<file path="src/rtl/dbg_bus_pkg.sv">
// Shared definitions for the debug-bus responder: address map, CMD bit
// positions and the bus word/address types.
package dbg_bus_pkg;

    typedef logic [15:0] dbg_addr_t;
    typedef logic [31:0] dbg_word_t;

    // Fixed register addresses at the bottom of the debug address space
    localparam dbg_addr_t ADDR_MON0     = 16'h0000;
    localparam dbg_addr_t ADDR_MON1     = 16'h0001;
    localparam dbg_addr_t ADDR_CTRL     = 16'h0002;
    localparam dbg_addr_t ADDR_CMD      = 16'h0003;
    localparam dbg_addr_t ADDR_SNAP0    = 16'h0004;
    localparam dbg_addr_t ADDR_SNAP1    = 16'h0005;
    localparam dbg_addr_t ADDR_STATUS   = 16'h0006;
    localparam dbg_addr_t ADDR_EVT_CNT  = 16'h0007;
    localparam dbg_addr_t ADDR_CYC_CNT  = 16'h0008;
    localparam dbg_addr_t ADDR_CYC_SNAP = 16'h0009;

    // Bit positions inside a CMD write
    localparam int CMD_PULSE_BIT = 0;
    localparam int CMD_SNAP_BIT  = 1;
    localparam int CMD_CLEAR_BIT = 2;

    // STATUS word layout: saturation flag above the live done level
    function automatic dbg_word_t status_word(input logic evt_sat, input logic done_lvl);
        return {30'd0, evt_sat, done_lvl};
    endfunction

endpackage

</file>
<file path="src/rtl/dbg_scratch_ram.sv">
// Scratch word array for the debug-bus responder: synchronous write,
// combinational read, whole array cleared by the asynchronous reset so
// a reset gives a known memory image to the debug host.
module dbg_scratch_ram
    import dbg_bus_pkg::*;
#(
    parameter int DEPTH = 16,
    parameter int AW    = $clog2(DEPTH)
) (
    input  logic          clk,
    input  logic          rstn,
    input  logic          we,
    input  logic [AW-1:0] waddr,
    input  dbg_word_t     wdata,
    input  logic [AW-1:0] raddr,
    output dbg_word_t     rdata
);

    dbg_word_t mem [DEPTH];

    // Word storage: cleared on reset, one word written per enabled cycle
    always_ff @(posedge clk or negedge rstn) begin
        if (!rstn) begin
            for (int i = 0; i < DEPTH; i++) begin
                mem[i] <= '0;
            end
        end else if (we) begin
            mem[waddr] <= wdata;
        end
    end

    assign rdata = mem[raddr];

endmodule

</file>
<file path="src/rtl/dbg_bus_responder.sv">
// Debug-bus responder: target end of the taddr/tdin/tdout/twe bus driven
// by the utu debug unit. Provides registered reads of live monitors,
// a control register, snapshot capture, a saturating done-event counter
// and a scratch window.
// Optional feature macro: DBG_RESP_CYCLE_CNT_EN adds a free-running
// 32-bit cycle counter at 0x8 and its snapshot at 0x9.
module dbg_bus_responder
    import dbg_bus_pkg::*;
#(
    parameter int          SCR_DEPTH = 16,
    parameter logic [15:0] SCR_BASE  = 16'h0100,
    parameter int          CNT_W     = 16
) (
    input  logic        clk,
    input  logic        rstn,
    input  logic [15:0] taddr,
    input  logic [31:0] tdout,
    input  logic        twe,
    output logic [31:0] tdin,
    input  logic [31:0] mon0,
    input  logic [31:0] mon1,
    input  logic        done_in,
    output logic [31:0] ctrl,
    output logic        cmd_pulse
);

    localparam int SCR_AW = $clog2(SCR_DEPTH);

    logic             scr_hit;
    logic             cmd_wr;
    logic             cmd_snap;
    logic             cmd_clear;
    logic             done_q;
    logic             done_edge;
    logic [CNT_W-1:0] evt_cnt;
    logic             evt_sat;
    dbg_word_t        snap0;
    dbg_word_t        snap1;
    dbg_word_t        scr_rdata;
    dbg_word_t        rd_val;

    // The scratch window is matched on the upper address bits only, so
    // addresses just past the window never alias back into it
    assign scr_hit   = (taddr[15:SCR_AW] == SCR_BASE[15:SCR_AW]);
    assign cmd_wr    = twe && (taddr == ADDR_CMD);
    assign cmd_snap  = cmd_wr && tdout[CMD_SNAP_BIT];
    assign cmd_clear = cmd_wr && tdout[CMD_CLEAR_BIT];
    assign done_edge = done_in && !done_q;
    assign evt_sat   = &evt_cnt;

    dbg_scratch_ram #(
        .DEPTH (SCR_DEPTH),
        .AW    (SCR_AW)
    ) u_scratch (
        .clk   (clk),
        .rstn  (rstn),
        .we    (twe && scr_hit),
        .waddr (taddr[SCR_AW-1:0]),
        .wdata (tdout),
        .raddr (taddr[SCR_AW-1:0]),
        .rdata (scr_rdata)
    );

    // Control register written by the host at ADDR_CTRL
    always_ff @(posedge clk or negedge rstn) begin
        if (!rstn) begin
            ctrl <= '0;
        end else if (twe && (taddr == ADDR_CTRL)) begin
            ctrl <= tdout;
        end
    end

    // One strobe cycle per CMD write with bit0 set; held writes give back-to-back strobes
    always_ff @(posedge clk or negedge rstn) begin
        if (!rstn) begin
            cmd_pulse <= 1'b0;
        end else begin
            cmd_pulse <= cmd_wr && tdout[CMD_PULSE_BIT];
        end
    end

    // Both monitor words captured on the same edge so they stay coherent
    always_ff @(posedge clk or negedge rstn) begin
        if (!rstn) begin
            snap0 <= '0;
            snap1 <= '0;
        end else if (cmd_snap) begin
            snap0 <= mon0;
            snap1 <= mon1;
        end
    end

    // Delayed done level for rising-edge detection
    always_ff @(posedge clk or negedge rstn) begin
        if (!rstn) begin
            done_q <= 1'b0;
        end else begin
            done_q <= done_in;
        end
    end

    // Saturating done-edge counter; a clear in the same cycle as an edge wins
    always_ff @(posedge clk or negedge rstn) begin
        if (!rstn) begin
            evt_cnt <= '0;
        end else if (cmd_clear) begin
            evt_cnt <= '0;
        end else if (done_edge && !evt_sat) begin
            evt_cnt <= evt_cnt + CNT_W'(1);
        end
    end

`ifdef DBG_RESP_CYCLE_CNT_EN
    dbg_word_t cyc_cnt;
    dbg_word_t cyc_snap;

    // Free-running cycle counter, wraps naturally, restarted by CMD clear
    always_ff @(posedge clk or negedge rstn) begin
        if (!rstn) begin
            cyc_cnt <= '0;
        end else if (cmd_clear) begin
            cyc_cnt <= '0;
        end else begin
            cyc_cnt <= cyc_cnt + 32'd1;
        end
    end

    // Cycle count captured together with the monitor snapshot
    always_ff @(posedge clk or negedge rstn) begin
        if (!rstn) begin
            cyc_snap <= '0;
        end else if (cmd_snap) begin
            cyc_snap <= cyc_cnt;
        end
    end
`endif

    // Read mux over current register values, which makes a same-cycle write invisible to the read
    always_comb begin
        rd_val = '0;
        if (scr_hit) begin
            rd_val = scr_rdata;
        end else begin
            case (taddr)
                ADDR_MON0:     rd_val = mon0;
                ADDR_MON1:     rd_val = mon1;
                ADDR_CTRL:     rd_val = ctrl;
                ADDR_SNAP0:    rd_val = snap0;
                ADDR_SNAP1:    rd_val = snap1;
                ADDR_STATUS:   rd_val = status_word(evt_sat, done_in);
                ADDR_EVT_CNT:  rd_val = 32'(evt_cnt);
`ifdef DBG_RESP_CYCLE_CNT_EN
                ADDR_CYC_CNT:  rd_val = cyc_cnt;
                ADDR_CYC_SNAP: rd_val = cyc_snap;
`endif
                default:       rd_val = '0;
            endcase
        end
    end

    // Registered read data, one cycle after the address is sampled
    always_ff @(posedge clk or negedge rstn) begin
        if (!rstn) begin
            tdin <= '0;
        end else begin
            tdin <= rd_val;
        end
    end

endmodule

</file>
<file path="config.mk">
export PLATFORM = sky130hd
export DESIGN_NAME = dbg_bus_responder
export DESIGN_NICKNAME = d
export VERILOG_FILES = /design/src/rtl/dbg_bus_pkg.sv /design/src/rtl/dbg_scratch_ram.sv /design/src/rtl/dbg_bus_responder.sv
export SDC_FILE = /design/constraint.sdc
export NUM_CORES = 1
export LEC_CHECK = 0
export CAP_MARGIN = 20
export CORE_AREA = 2 2 319 321
export DETAILED_ROUTE_END_ITERATION = 10
export DIE_AREA = 0 0 321 323
export PLACE_DENSITY = 0.5
export SLEW_MARGIN = 20
export SYNTH_ARGS = -nofsm -noshare
export SYNTH_HDL_FRONTEND = slang
export SYNTH_SLANG_ARGS = --single-unit
</file>
<file path="constraint.sdc">
create_clock -name clk -period 2.91 [get_ports clk]
set_clock_uncertainty 0.1 [all_clocks]
set_input_delay 0.582 -clock clk [delete_from_list [all_inputs] [get_ports clk]]
set_output_delay 0.582 -clock clk [all_outputs]
set_load 0.005 [all_outputs]
</file>
==> out/results.ini <==
[route]
ant_nets = 0
routedWlPerCell_um = 25.3
drt_iter0_drc = 1324
drc = 0
via_count = 18700
routed_wirelength_um = 91600
firstDrtPassIters = 7
vias_per_cell = 5.18

[critical_path]
worstSetupPathType = primary input to flop
cp_num_cells = 9
critPathSlowestCell = nor4_4
rr_endpoint = tdin[1]
timing.rr.start = evt_cnt[0]
cp.required_ns = 3.30
cp-end-kind = flop
worstPathMaxFanout = 11
critPathMaxStageDelay_ns = 0.47
critPathBufInv = 4
cp_common_cell = buf_4
rr_worst_depth = 6
arrival_ns = 3.10
startpoint_type = primary input
reg2reg_slack_ns = 0.79
path_cells = clkdlybuf4s50_1, nor4_4, nand4_1, buf_4, or2_1, buf_12, nor3_4, buf_4, mux2_2
crit_family = buffers and inverters

[placement]
pre_cts_ws_ns = -0.666
io_buffers = 180
dp_hpwl_um = 63000
place_congestion = 0.815

[layout]
layout-drive-gt1-share_pct = 42.9
final_cell_mix = 658 x dfrtp_1, 560 x mux2_2, 175 x clkdlybuf4s50_1
area_growth_pct = 24.9
nNetsFinal = 2360
mostFrequentLayoutCell = dfrtp_1
fin_util_pct = 36.9

[timing]
max_freq_ghz = 0.369
slew_viol_final = 0
setup_violations = 0
final-hold-violation-count = 0
tightest_slew_ns = 0.816
period_needed_ns = 2.71
slew_headroom_pct = 45.5
min_period_over_period_pct = 93.2
setup_slack_ns = 0.197
rsz0062_at_grt = no

[synthesis]
synth_area_leaders = dfrtp_1 55%, mux2_2 21%, mux4_2 7.7%, mux2_1 2.9%, mux2i_1 2.4%
ys_ff_latch = 658
synth-async-reset-ratio_pct = 100
syn-num-nets = 2099
synth_edf_count = 0
yosys.area.top_type_share_pct = 55.3
syn-instance-count = 1982
yosysTopAreaCell = dfrtp_1
synth_cell_type_count = 55
syn_area_um2 = 29800
ys_seq_area_share_pct = 55.3
synth_warnings = 0
synthFlopType = dfrtp_1
syn_avg_cell_area_um2 = 15.0

[power_and_ir_drop]
p_int_mw = 15.9
vdd_drop_max_uv = 390
switchingPower_mw = 4.66
cellLeakagePower_nw = 17.5
pwr-share-clk_pct = 49.5
swShare_pct = 22.7
p_seq_share_pct = 45.0
pwr-share-comb_pct = 5.5
power_density_nw_per_um2 = 552

[status]
status = complete, no violations

[floorplanning]
coreArea_um2 = 101000
die_y_um = 323
die_area_um2 = 104000
fp.dieW_um = 321
std_cell_rows = 117
initial_core_util_pct = 29.6
ios = 181

[cts]
clk_path_buf_depth = 3
h-tree-depth = 3
cts_buffers = 76
clkLatencyLatePin_ns = 0.63
cts_root_buffer = clkbuf_16
cts_setup_buffers = 0
clk_pin_slew_worst_paths_ns = 0.06
clock-sinks = 658
cts_tree = done

[global_routing]
grt_pass1_vias = 20100
grt_max_degree = 92
grt_use_total_pct = 17.7
antenna_found_initial = 6
grt_pass1_wl_um = 137000
overflow = 0

[job]
drv_cap = 0

[min_path]
hp-start = u_scratch.mem[217]
holdPathStages = 1
hold_class = flop to flop
min_to = u_scratch.mem[217]

[routing by layer]
metal	wire, µm	up-vias	track usage [%]
met5	17	-	0
met4	2270	4	5.49
met3	4030	127	2.87
met2	43200	443	28.5
met1	42100	10100	24.4
li1	-	7998	-
[kinds of logic (layout without fill, tap and decap cells)]
group,Yosys count,count (layout),synth area share (%)
other cells,0,2,0
simple gates,158,158,2.86
fa+ha+maj,1,1,0.0420
xor+xnor,15,15,0.441
mux,810,810,34.2
compound gates,168,168,4.59
buf+inv,172,492,2.57
flops,658,658,55.3
[timing repair]
action | 4_1_cts | 5_1_grt
endpoints found under the setup margin | 4 | 0
resized for setup | 2 | 0
endpoints found under the hold margin | 32 | 0
hold buffers | 1 | 0
[synth_stat cells (all sizes together) (4+ instances only)]
cell type,n
nand2,27
nor2b,11
o21ai,12
inv,4
buf,98
a221oi,44
clkbuf,70
a222oi,13
mux2,636
nor3,16
o221ai,15
and3,6
nor4,9
nor2,53
a21oi,5
o211ai,4
and2,7
nand3,7
nand4,6
mux4,102
a22o,22
xnor2,15
o2bb2ai,6
a22oi,34
mux2i,72
dfrtp,658
[stage by stage]
| stage | TNS, ns | std cells | instance area [µm²] | hold WS [ns] | total power, mW |
|---|---|---|---|---|---|
| floorplan | 0 | 1982 | 29800 | 0.186 | 9.80 |
| detailed placement | -350.60 | 3473 | 34500 | 0.372 | 10.5 |
| finish | 0 | 3613 | 37200 | 0.384 | 20.5 |
| global route | 0 | 3613 | 37200 | 0.399 | 21.3 |
| CTS | 0 | 3611 | 37200 | 0.375 | 20.8 |
| global placement | -366.39 | 3473 | 34500 | 0.362 | 10.5 |
[state kept, by name, summed over array words and instances (netlist names)]
register       flops
cmd_pulse          1
tdin              32
evt_cnt           16
done_q             1
ctrl              32
snap1             32
snap0             32
u_scratch.mem    512
[final cells by class]
type,count,area [µm²]
clock buffers,104,2180
clock inverters,33,492
fillers,9473,63500
well taps,1309,1640
repair buffers,351,3760
diodes,2,5.00
inverters,4,15.0
multi-input cells,1152,12600
flip-flops and latches,658,16500
[power by group through the flow]
stage	clock network, mW	registers (mW)	logic (mW)
2_1_floorplan	0	9.39	0.415
3_3_place_gp	0	9.40	1.12
3_5_place_dp	0	9.41	1.14
4_1_cts	10.4	9.24	1.15
5_1_grt	10.8	9.24	1.23
6_report	10.1	9.24	1.12
[worst max path at each step]
stage                    endpoint  startpoint
2_1_floorplan  u_scratch.mem[193]   taddr[13]
3_3_place_gp    u_scratch.mem[78]   taddr[13]
3_5_place_dp    u_scratch.mem[68]    taddr[5]
4_1_cts         u_scratch.mem[68]    taddr[5]
5_1_grt         u_scratch.mem[68]   taddr[13]
6_report        u_scratch.mem[68]    taddr[5]
(Power assumes the default switching activity.)
